[src/rtl/stack_ctrl_pkg.sv]
// Shared types and constants for the stack arbiter: FSM states, op codes
// and requester indices.
package stack_ctrl_pkg;

    typedef enum logic [1:0] {
        IDLE  = 2'd0,
        ISSUE = 2'd1,
        RESP  = 2'd2
    } state_t;

    localparam logic OP_PUSH = 1'b0;
    localparam logic OP_POP  = 1'b1;

    localparam logic REQ_A = 1'b0;
    localparam logic REQ_B = 1'b1;

endpackage

[src/rtl/rr_arbiter_2.sv]
// Combinational two-way round-robin grant: on a tie the requester that was
// not served last wins; a lone requester always wins.
module rr_arbiter_2
    import stack_ctrl_pkg::*;
(
    input  logic req_a,
    input  logic req_b,
    input  logic last,
    output logic valid,
    output logic grant
);

    // NOTE: both outputs get a default before any branch so no latch is inferred.
    always_comb begin
        valid = req_a | req_b;
        grant = REQ_A;
        if (req_a && req_b) begin
            grant = (last == REQ_A) ? REQ_B : REQ_A;
        end else if (req_b) begin
            grant = REQ_B;
        end
    end

endmodule

[src/rtl/stack_arbiter.sv]
// Round-robin push/pop arbiter for a shared LIFO stack (IDLE -> ISSUE -> RESP).
// Optional saturating error counter enabled by STACK_ARB_ERR_COUNT_EN.
module stack_arbiter
    import stack_ctrl_pkg::*;
#(
    parameter int DATA_WIDTH = 4
) (
    input  logic                  clk,
    input  logic                  reset_n,
    input  logic                  req_a,
    input  logic                  req_b,
    input  logic                  op_a,
    input  logic                  op_b,
    input  logic [DATA_WIDTH-1:0] wdata_a,
    input  logic [DATA_WIDTH-1:0] wdata_b,
    output logic                  ack_a,
    output logic                  ack_b,
    output logic [DATA_WIDTH-1:0] rdata,
    output logic                  err,
    output logic                  busy,
    output logic                  stk_push,
    output logic                  stk_pop,
    output logic [DATA_WIDTH-1:0] stk_wdata,
    input  logic                  stk_empty,
    input  logic                  stk_full,
    input  logic [DATA_WIDTH-1:0] stk_rdata
`ifdef STACK_ARB_ERR_COUNT_EN
    ,
    output logic [7:0]            err_count
`endif
);

    state_t state, state_next;
    logic   sel, sel_next;
    logic   last, last_next;
    logic   grant_valid, grant;
    logic   win_op;
    logic   push_next, pop_next, ack_a_next, ack_b_next, err_next;
    logic [DATA_WIDTH-1:0] rdata_next, wdata_next;

    rr_arbiter_2 u_rr (
        .req_a (req_a),
        .req_b (req_b),
        .last  (last),
        .valid (grant_valid),
        .grant (grant)
    );

    // Status is sampled on the edge that enters ISSUE, so strobes, err and
    // rdata are decided in IDLE and registered for the ISSUE cycle.
    always_comb begin
        state_next = state;
        sel_next   = sel;
        last_next  = last;
        wdata_next = stk_wdata;
        rdata_next = rdata;
        err_next   = err;
        push_next  = 1'b0;
        pop_next   = 1'b0;
        ack_a_next = 1'b0;
        ack_b_next = 1'b0;
        win_op     = (grant == REQ_B) ? op_b : op_a;

        case (state)
            IDLE: begin
                if (grant_valid) begin
                    state_next = ISSUE;
                    sel_next   = grant;
                    wdata_next = (grant == REQ_B) ? wdata_b : wdata_a;
                    if (win_op == OP_PUSH) begin
                        err_next   = stk_full;
                        push_next  = ~stk_full;
                        rdata_next = '0;
                    end else begin
                        err_next   = stk_empty;
                        pop_next   = ~stk_empty;
                        rdata_next = stk_empty ? '0 : stk_rdata;
                    end
                end
            end
            ISSUE: begin
                state_next = RESP;
                ack_a_next = (sel == REQ_A);
                ack_b_next = (sel == REQ_B);
            end
            RESP: begin
                state_next = IDLE;
                last_next  = sel;
            end
            default: state_next = IDLE;
        endcase
    end

    // NOTE: non-blocking assignments so every register updates from pre-edge values.
    always_ff @(posedge clk or negedge reset_n) begin
        if (!reset_n) begin
            state     <= IDLE;
            sel       <= REQ_A;
            last      <= REQ_B;
            stk_wdata <= '0;
            stk_push  <= 1'b0;
            stk_pop   <= 1'b0;
            ack_a     <= 1'b0;
            ack_b     <= 1'b0;
            rdata     <= '0;
            err       <= 1'b0;
        end else begin
            state     <= state_next;
            sel       <= sel_next;
            last      <= last_next;
            stk_wdata <= wdata_next;
            stk_push  <= push_next;
            stk_pop   <= pop_next;
            ack_a     <= ack_a_next;
            ack_b     <= ack_b_next;
            rdata     <= rdata_next;
            err       <= err_next;
        end
    end

    assign busy = (state != IDLE);

`ifdef STACK_ARB_ERR_COUNT_EN
    always_ff @(posedge clk or negedge reset_n) begin
        if (!reset_n) begin
            err_count <= 8'd0;
        end else if (state == RESP && err && err_count != 8'hFF) begin
            err_count <= err_count + 8'd1;
        end
    end
`endif

endmodule

[config.mk]
export PLATFORM = sky130hd
export DESIGN_NAME = stack_arbiter
export DESIGN_NICKNAME = d
export VERILOG_FILES = /design/src/rtl/stack_ctrl_pkg.sv /design/src/rtl/rr_arbiter_2.sv /design/src/rtl/stack_arbiter.sv
export SDC_FILE = /design/constraint.sdc
export NUM_CORES = 1
export LEC_CHECK = 0
export CORE_MARGIN = 5
export CORE_UTILIZATION = 35
export CTS_CLUSTER_SIZE = 20
export DETAILED_ROUTE_END_ITERATION = 16
export GPL_ROUTABILITY_DRIVEN = 0
export MAX_ROUTING_LAYER = met4
export PLACE_DENSITY = 0.7
export SYNTH_ARGS = -nofsm -noshare
export SYNTH_HDL_FRONTEND = slang
export SYNTH_HIERARCHICAL = 1
export SYNTH_SLANG_ARGS = --single-unit
[constraint.sdc]
create_clock -name clk -period 2 [get_ports clk]
set_input_delay 0.3 -clock clk [delete_from_list [all_inputs] [get_ports clk]]
set_output_delay 0.3 -clock clk [all_outputs]
set_load 0.01 [all_outputs]
==> results of run 1 <==
## power by group
group | switching, W | internal [W]
clock | 0.000102 | 0.0000773
sequential | 0.0000748 | 0.000485
combinational | 0.000285 | 0.000348
## final timing paths
check,startpoint,end,slack [ps],depth (start not counted)
max in group asynchronous,reset_n,stk_wdata[0]$_DFFE_PN0P_,1240,2
worst max-delay path,state[0]$_DFFE_PN0P_,busy,240,2
worst max register to register,state[0]$_DFFE_PN0P_,rdata[2]$_DFFE_PN0P_,540,4
min in group clk,sel$_DFFE_PN0P_,ack_a$_DFF_PN0_,480,1
worst min register to register,sel$_DFFE_PN0P_,ack_a$_DFF_PN0_,480,1
worst min-delay path,reset_n,ack_a$_DFF_PN0_,290,1
## area by class of cell
type	instances	share of cell area, %
sequential	17	38.49
timing repair buffer	36	31.83
multi-input combinational	43	23.48
tap	27	3.047
clock buffer	4	2.370
inverter	1	0.7901
## critical path: stages, from the launching register on
cell and delay, ps:
sky130_fd_sc_hd__dfrtp_1 410, sky130_fd_sc_hd__or2_2 290, sky130_fd_sc_hd__clkdlybuf4s50_1 480
## registers in the layout, summed over array words and instances, names as in the netlist
register / cells
ack_a: 1
ack_b: 1
err: 1
last: 1
rdata: 4
sel: 1
state: 2
stk_pop: 1
stk_push: 1
stk_wdata: 4
## cells in the final DEF, fill, tap and decap left out, types with 2 or more instances in the layout
master,synthesis,routed
sky130_fd_sc_hd__clkdlybuf4s50_1,0,33
sky130_fd_sc_hd__mux2i_1,5,5
sky130_fd_sc_hd__o21ai_1,8,8
sky130_fd_sc_hd__buf_4,1,3
sky130_fd_sc_hd__dfrtp_1,16,16
sky130_fd_sc_hd__nand2_1,15,15
sky130_fd_sc_hd__nor2b_1,2,2
sky130_fd_sc_hd__clkbuf_4,0,3
sky130_fd_sc_hd__or2_2,2,2
sky130_fd_sc_hd__nor2_1,3,3
## per-stage QoR
stage	area [µm²]	utilization [%]	instances	power, W
6_report	1109	56.51	128	0.001372
5_1_grt	1109	56.51	128	0.001468
4_1_cts	1109	56.51	128	0.001393
3_5_place_dp	1082	55.17	124	0.001208
3_3_place_gp	1082	55.17	124	0.001185
2_1_floorplan	725.7	-	64	0.0008976
## kinds of logic after synthesis
logic type / Yosys count / synth area share (%)
flip-flops: 17 / 58.79
buffers and inverters: 4 / 5.345
AND/OR/NAND/NOR: 27 / 19.14
AO/OA/AOI/OAI: 10 / 8.276
multiplexers: 6 / 8.448
## layer usage
layer | wire (µm) | part of all wire, % | track usage, % | vias up
met4 | 0 | 0 | 4.167 | 0
met1 | 684 | 42 | 12.27 | 271
met3 | 123 | 7.6 | 4.196 | 0
met5 | 0 | 0 | - | -
li1 | - | - | - | 280
met2 | 818 | 50 | 19.09 | 19
==> metrics.txt, run 1 <==
# TYPE chip_impl_metric gauge
chip_impl_metric{name="dieArea",unit="µm²"} 3084
chip_impl_metric{name="postRouteWirelength",unit="µm"} 1625
chip_impl_metric{name="drt_iter0_markers",unit=""} 4
chip_impl_metric{name="worstMarginPinSlew",unit="ps"} 390.5
chip_impl_metric{name="post-route-min-period",unit="ps"} 1756
chip_impl_metric{name="routedWlPerCell",unit="µm"} 12.70
chip_impl_metric{name="avgViaCountPerCell",unit=""} 4.453
chip_impl_info{name="netlist_top_cells_area",value="sky130_fd_sc_hd__dfrtp_1 (55%), sky130_fd_sc_hd__nand2_1 (7.8%), sky130_fd_sc_hd__mux2i_1 (6.9%)"} 1
chip_impl_metric{name="finalCritPeriodShare",unit="%"} 87.79
chip_impl_metric{name="post_synth_instance_area",unit="µm²"} 725.7
chip_impl_metric{name="synth-warning-count",unit=""} 6
chip_impl_metric{name="core-area",unit="µm²"} 1962
chip_impl_metric{name="synth_nets",unit=""} 84
chip_impl_metric{name="worstSkewPairLatency",unit="ps"} 280
chip_impl_metric{name="clock_tree.buffer_depth",unit=""} 2
chip_impl_metric{name="cp.required",unit="ps"} 1700
chip_impl_metric{name="ir_drop",unit="V"} 0.0005449
chip_impl_metric{name="post_cts_resize_count",unit=""} 0
chip_impl_metric{name="worstPathArrival",unit="ps"} 1460
chip_impl_metric{name="route.vias.total",unit=""} 570
chip_impl_metric{name="max_clock_freq",unit="MHz"} 569.6
chip_impl_metric{name="floorplan.die.width",unit="µm"} 55.54
chip_impl_metric{name="start_util",unit="%"} 36.99
chip_impl_metric{name="vias_in_the_first_global_route",unit=""} 594
chip_impl_metric{name="timing.max_slew.rel_slack",unit="%"} 73.97
chip_impl_metric{name="areaGrowthSynthToFinish",unit="%"} 52.76
chip_impl_metric{name="finalNetCount",unit=""} 122
chip_impl_metric{name="multi_input_comb_area",unit="µm²"} 260.3
chip_impl_metric{name="grt_remaining_overflow",unit=""} 0
chip_impl_metric{name="port_buffers",unit=""} 33
chip_impl_metric{name="synth_cell_types",unit=""} 19
chip_impl_metric{name="io_pins",unit=""} 34
chip_impl_metric{name="final_max_slew_viol_count",unit=""} 0
chip_impl_metric{name="report.final.hold_viol_count",unit=""} 0
chip_impl_metric{name="final_layout_size_suffix_gt1_share",unit="%"} 12.87
chip_impl_metric{name="synth.avg_cell_area",unit="µm²"} 11.34
chip_impl_metric{name="synth.ff_latch_count",unit=""} 17
chip_impl_info{name="rsz0062_at_grt",value="false"} 1
chip_impl_metric{name="worst_hold_margin",unit="ps"} 293.5
chip_impl_metric{name="grt_max_degree",unit=""} 10
chip_impl_info{name="run_status",value="complete, no violations"} 1
chip_impl_metric{name="ctsHtreeMaxLevel",unit=""} 1
chip_impl_metric{name="grt_antenna_before_repair",unit=""} 0
chip_impl_metric{name="cap_viol_max_count",unit=""} 0
chip_impl_metric{name="firstDrtPassIters",unit=""} 3
chip_impl_metric{name="finalClockSkew",unit="ps"} 2.848
chip_impl_info{name="yosys.cell_count.top_type",value="sky130_fd_sc_hd__dfrtp_1"} 1
chip_impl_info{name="min-delay-path-class",value="in2async"} 1
chip_impl_metric{name="dp_hpwl",unit="µm"} 1335
chip_impl_metric{name="postSynth.asyncResetShare",unit="%"} 100.0
chip_impl_metric{name="setup_viols_final",unit=""} 0
chip_impl_metric{name="power-per-cell-area",unit="nW/µm²"} 1238
chip_impl_metric{name="cts-hold-fix-buffers",unit=""} 0
chip_impl_metric{name="synth_top_cell_area_share",unit="%"} 55.17
chip_impl_metric{name="regArea",unit="µm²"} 426.7
chip_impl_info{name="root_buffer",value="sky130_fd_sc_hd__clkbuf_4"} 1
chip_impl_metric{name="grt_first_pass_wirelength",unit="µm"} 2718
chip_impl_metric{name="cts_setup_buffers",unit=""} 0
chip_impl_metric{name="setup_slack",unit="ps"} 244.3
chip_impl_metric{name="grt_usage",unit="%"} 11.39
chip_impl_metric{name="fillerInstances",unit=""} 206
chip_impl_metric{name="tritoncts.num_buffers",unit=""} 3
chip_impl_metric{name="tns",unit="ps"} 0
chip_impl_metric{name="clkSlewWorstSetupHoldPaths",unit="ps"} 100
chip_impl_info{name="worst-setup-path-type",value="reg2out"} 1
chip_impl_info{name="top_cell_type_by_total_area_after_synthesis",value="sky130_fd_sc_hd__dfrtp_1"} 1
chip_impl_metric{name="worstPathMaxFanout",unit=""} 4
chip_impl_metric{name="insertedDiodeCount",unit=""} 0
chip_impl_metric{name="chipHeight",unit="µm"} 55.54
chip_impl_info{name="worstSetupEndpointType",value="primary output"} 1
chip_impl_metric{name="pre_cts_ws",unit="ps"} 112.4
chip_impl_metric{name="power.static_leakage",unit="nW"} 0.4846
chip_impl_info{name="synth.cells.most_frequent",value="sky130_fd_sc_hd__dfrtp_1 (16), sky130_fd_sc_hd__nand2_1 (15), sky130_fd_sc_hd__o21ai_1 (8), sky130_fd_sc_hd__mux2i_1 (5), sky130_fd_sc_hd__nor2_1 (3)"} 1
chip_impl_metric{name="number_of_enable_type_register_cells_in_the_synthesized_netlist",unit=""} 0
chip_impl_metric{name="row_count",unit=""} 16
chip_impl_metric{name="post-route-drc-count",unit=""} 0
chip_impl_info{name="yosys_most_used_dff",value="sky130_fd_sc_hd__dfrtp_1"} 1
chip_impl_metric{name="post_synth_inst_count",unit=""} 64
chip_impl_info{name="tritoncts",value="built"} 1
chip_impl_metric{name="seq_area_frac_synth",unit="%"} 58.79
chip_impl_metric{name="drtAntennaViolNets",unit=""} 0
chip_impl_metric{name="cts_num_sinks",unit=""} 17
chip_impl_info{name="worstSetupStartpointType",value="register"} 1
Power figures use the tool's default switching activity.
==> run 2, diff against run 1 <==
Settings changed: CORE_UTILIZATION 35 to 39, PLACE_DENSITY 0.7 to 0.77.
==> metrics.txt, run 2 (synthesized netlist as in run 1, its figures left out) <==
# TYPE chip_impl_metric gauge
chip_impl_info{name="tritoncts",value="built"} 1
chip_impl_metric{name="core-area",unit="µm²"} 1745
chip_impl_metric{name="clkSlewWorstSetupHoldPaths",unit="ps"} 100
chip_impl_metric{name="final_layout_size_suffix_gt1_share",unit="%"} 13.86
chip_impl_metric{name="chipHeight",unit="µm"} 53.14
chip_impl_metric{name="worst_hold_margin",unit="ps"} 342.1
chip_impl_info{name="reg.largest.list",value="rdata (4), stk_wdata (4), state (2)"} 1
chip_impl_info{name="root_buffer",value="sky130_fd_sc_hd__clkbuf_4"} 1
chip_impl_metric{name="critical-path-max-stage-delay",unit="ps"} 480
chip_impl_metric{name="cts_setup_buffers",unit=""} 0
chip_impl_metric{name="post-route-drc-count",unit=""} 0
chip_impl_metric{name="ctsHtreeMaxLevel",unit=""} 1
chip_impl_metric{name="cap_viol_max_count",unit=""} 0
chip_impl_metric{name="clock_tree.buffer_depth",unit=""} 2
chip_impl_metric{name="finalNetCount",unit=""} 122
chip_impl_info{name="worstSetupStartpointType",value="register"} 1
chip_impl_metric{name="p_int",unit="W"} 0.0009073
chip_impl_metric{name="route.vias.total",unit=""} 577
chip_impl_metric{name="switching_power",unit="W"} 0.0004632
chip_impl_metric{name="fin_util",unit="%"} 63.44
chip_impl_metric{name="max_clock_freq",unit="MHz"} 569.2
chip_impl_metric{name="avgViaCountPerCell",unit=""} 4.579
chip_impl_metric{name="post-route-min-period",unit="ps"} 1757
chip_impl_metric{name="finalCritPeriodShare",unit="%"} 87.84
chip_impl_metric{name="worstSkewPairLatency",unit="ps"} 290
chip_impl_metric{name="share_seq_of_total_power",unit="%"} 40.7
chip_impl_metric{name="tritoncts.num_buffers",unit=""} 3
chip_impl_metric{name="drtAntennaViolNets",unit=""} 0
chip_impl_metric{name="routedWlPerCell",unit="µm"} 12.93
chip_impl_metric{name="floorplan.die.width",unit="µm"} 53.14
chip_impl_metric{name="worstPathArrival",unit="ps"} 1460
chip_impl_info{name="worst-setup-path-type",value="reg2out"} 1
chip_impl_metric{name="final_max_slew_viol_count",unit=""} 0
chip_impl_info{name="min-delay-path-class",value="in2async"} 1
chip_impl_metric{name="vias_in_the_first_global_route",unit=""} 578
chip_impl_metric{name="worstMarginPinSlew",unit="ps"} 522.3
chip_impl_metric{name="grt_remaining_overflow",unit=""} 0
chip_impl_metric{name="dp_hpwl",unit="µm"} 1329
chip_impl_metric{name="cp.required",unit="ps"} 1700
chip_impl_metric{name="port_buffers",unit=""} 33
chip_impl_metric{name="cts_num_sinks",unit=""} 17
chip_impl_metric{name="p_comb_share",unit="%"} 45.9
chip_impl_info{name="rsz0062_at_grt",value="false"} 1
chip_impl_metric{name="dieArea",unit="µm²"} 2823
chip_impl_metric{name="grt_max_degree",unit=""} 12
chip_impl_metric{name="tns",unit="ps"} 0
chip_impl_info{name="worstSetupEndpointType",value="primary output"} 1
chip_impl_metric{name="worstPathMaxFanout",unit=""} 4
chip_impl_metric{name="ir_drop",unit="V"} 0.0008903
chip_impl_metric{name="row_count",unit=""} 15
chip_impl_metric{name="grt_antenna_before_repair",unit=""} 0
chip_impl_metric{name="fillerInstances",unit=""} 162
chip_impl_info{name="critical-path-top-delay-family",value="buffers and inverters"} 1
chip_impl_metric{name="postRouteWirelength",unit="µm"} 1629
chip_impl_metric{name="timing.max_slew.rel_slack",unit="%"} 65.07
chip_impl_metric{name="power.share.switching",unit="%"} 33.80
chip_impl_metric{name="grt_first_pass_wirelength",unit="µm"} 2615
chip_impl_metric{name="critical_path.n_buffers_inverters",unit=""} 1
chip_impl_info{name="crit_chain",value="or2_2 -> clkdlybuf4s50_1"} 1
chip_impl_metric{name="io_pins",unit=""} 34
chip_impl_info{name="layout.cells.most_common",value="sky130_fd_sc_hd__clkdlybuf4s50_1"} 1
chip_impl_info{name="run_status",value="complete, no violations"} 1
chip_impl_metric{name="insertedDiodeCount",unit=""} 0
chip_impl_metric{name="start_util",unit="%"} 41.58
chip_impl_metric{name="drt_iter0_markers",unit=""} 2
chip_impl_info{name="final_cell_mix",value="sky130_fd_sc_hd__clkdlybuf4s50_1 (33), sky130_fd_sc_hd__dfrtp_1 (16), sky130_fd_sc_hd__nand2_1 (15)"} 1
chip_impl_metric{name="multi_input_comb_area",unit="µm²"} 260.3
chip_impl_metric{name="areaGrowthSynthToFinish",unit="%"} 52.59
chip_impl_metric{name="post_cts_resize_count",unit=""} 0
chip_impl_metric{name="finalClockSkew",unit="ps"} 6.141
chip_impl_metric{name="grt_usage",unit="%"} 13.50
chip_impl_metric{name="power.static_leakage",unit="nW"} 0.4874
chip_impl_metric{name="power-per-cell-area",unit="nW/µm²"} 1238
chip_impl_metric{name="report.final.hold_viol_count",unit=""} 0
chip_impl_metric{name="firstDrtPassIters",unit=""} 2
chip_impl_metric{name="setup_viols_final",unit=""} 0
chip_impl_metric{name="clkPwrFrac",unit="%"} 13.4
chip_impl_metric{name="cts-hold-fix-buffers",unit=""} 0
chip_impl_metric{name="regArea",unit="µm²"} 426.7
chip_impl_info{name="slowest_stage",value="sky130_fd_sc_hd__clkdlybuf4s50_1"} 1
-- run 2: cell type report --
cell class	instances	area share, %
Sequential cell	17	38.53
Multi-Input combinational cell	43	23.50
Clock buffer	3	2.034
Timing Repair Buffer	36	31.86
Clock inverter	1	0.4520
Tap cell	25	2.825
Inverter	1	0.7910
-- run 2: final timing paths --
kind	startpoint	endpoint	slack, ps	cells past startpoint
max	state[0]$_DFFE_PN0P_	busy	240	2
min	reset_n	state[1]$_DFFE_PN0P_	340	1
max reg2reg	state[0]$_DFFE_PN0P_	stk_wdata[1]$_DFFE_PN0P_	520	4
min reg2reg	sel$_DFFE_PN0P_	ack_a$_DFF_PN0_	490	1
max in group asynchronous	reset_n	rdata[2]$_DFFE_PN0P_	1150	2
min in group clk	sel$_DFFE_PN0P_	ack_a$_DFF_PN0_	490	1
-- run 2: through the flow --
stage / total power, W / setup slack [ps] / instance area (µm²) / cells
finish: 0.001370 / 243.2 / 1107 / 126
global route: 0.001465 / 172.4 / 1107 / 126
CTS: 0.001388 / 238.1 / 1107 / 126
detailed placement: 0.001207 / 80.13 / 1080 / 122
global placement: 0.001182 / 116.6 / 1080 / 122
floorplan: 0.0008976 / 645.7 / 725.7 / 64
-- run 2: power groups by stage --
stage | clock network, W | registers (W) | logic (W)
finish | 0.000184 | 0.000558 | 0.000628
global route | 0.000205 | 0.000580 | 0.000680
CTS | 0.000186 | 0.000562 | 0.000640
detailed placement | 0 | 0.000569 | 0.000638
global placement | 0 | 0.000566 | 0.000616
floorplan | 0 | 0.000605 | 0.000293
-- run 2: worst reg2reg max path, delay by kind of cell, from the launching register on --
family                 cells  cell delay [ps]
buffers and inverters      1              250
AOI/OAI and AO/OA          1               70
DFF                        1              400
and+or+nand+nor            2              650
-- run 2: routing by layer --
| layer | vias to the layer above | track usage (%) | routed length [µm] |
|---|---|---|---|
| met2 | 17 | 21.90 | 843 |
| met4 | 0 | 3.830 | 17 |
| met5 | - | - | 0 |
| met3 | 2 | 4.507 | 100 |
| li1 | 282 | - | - |
| met1 | 276 | 15.99 | 668 |
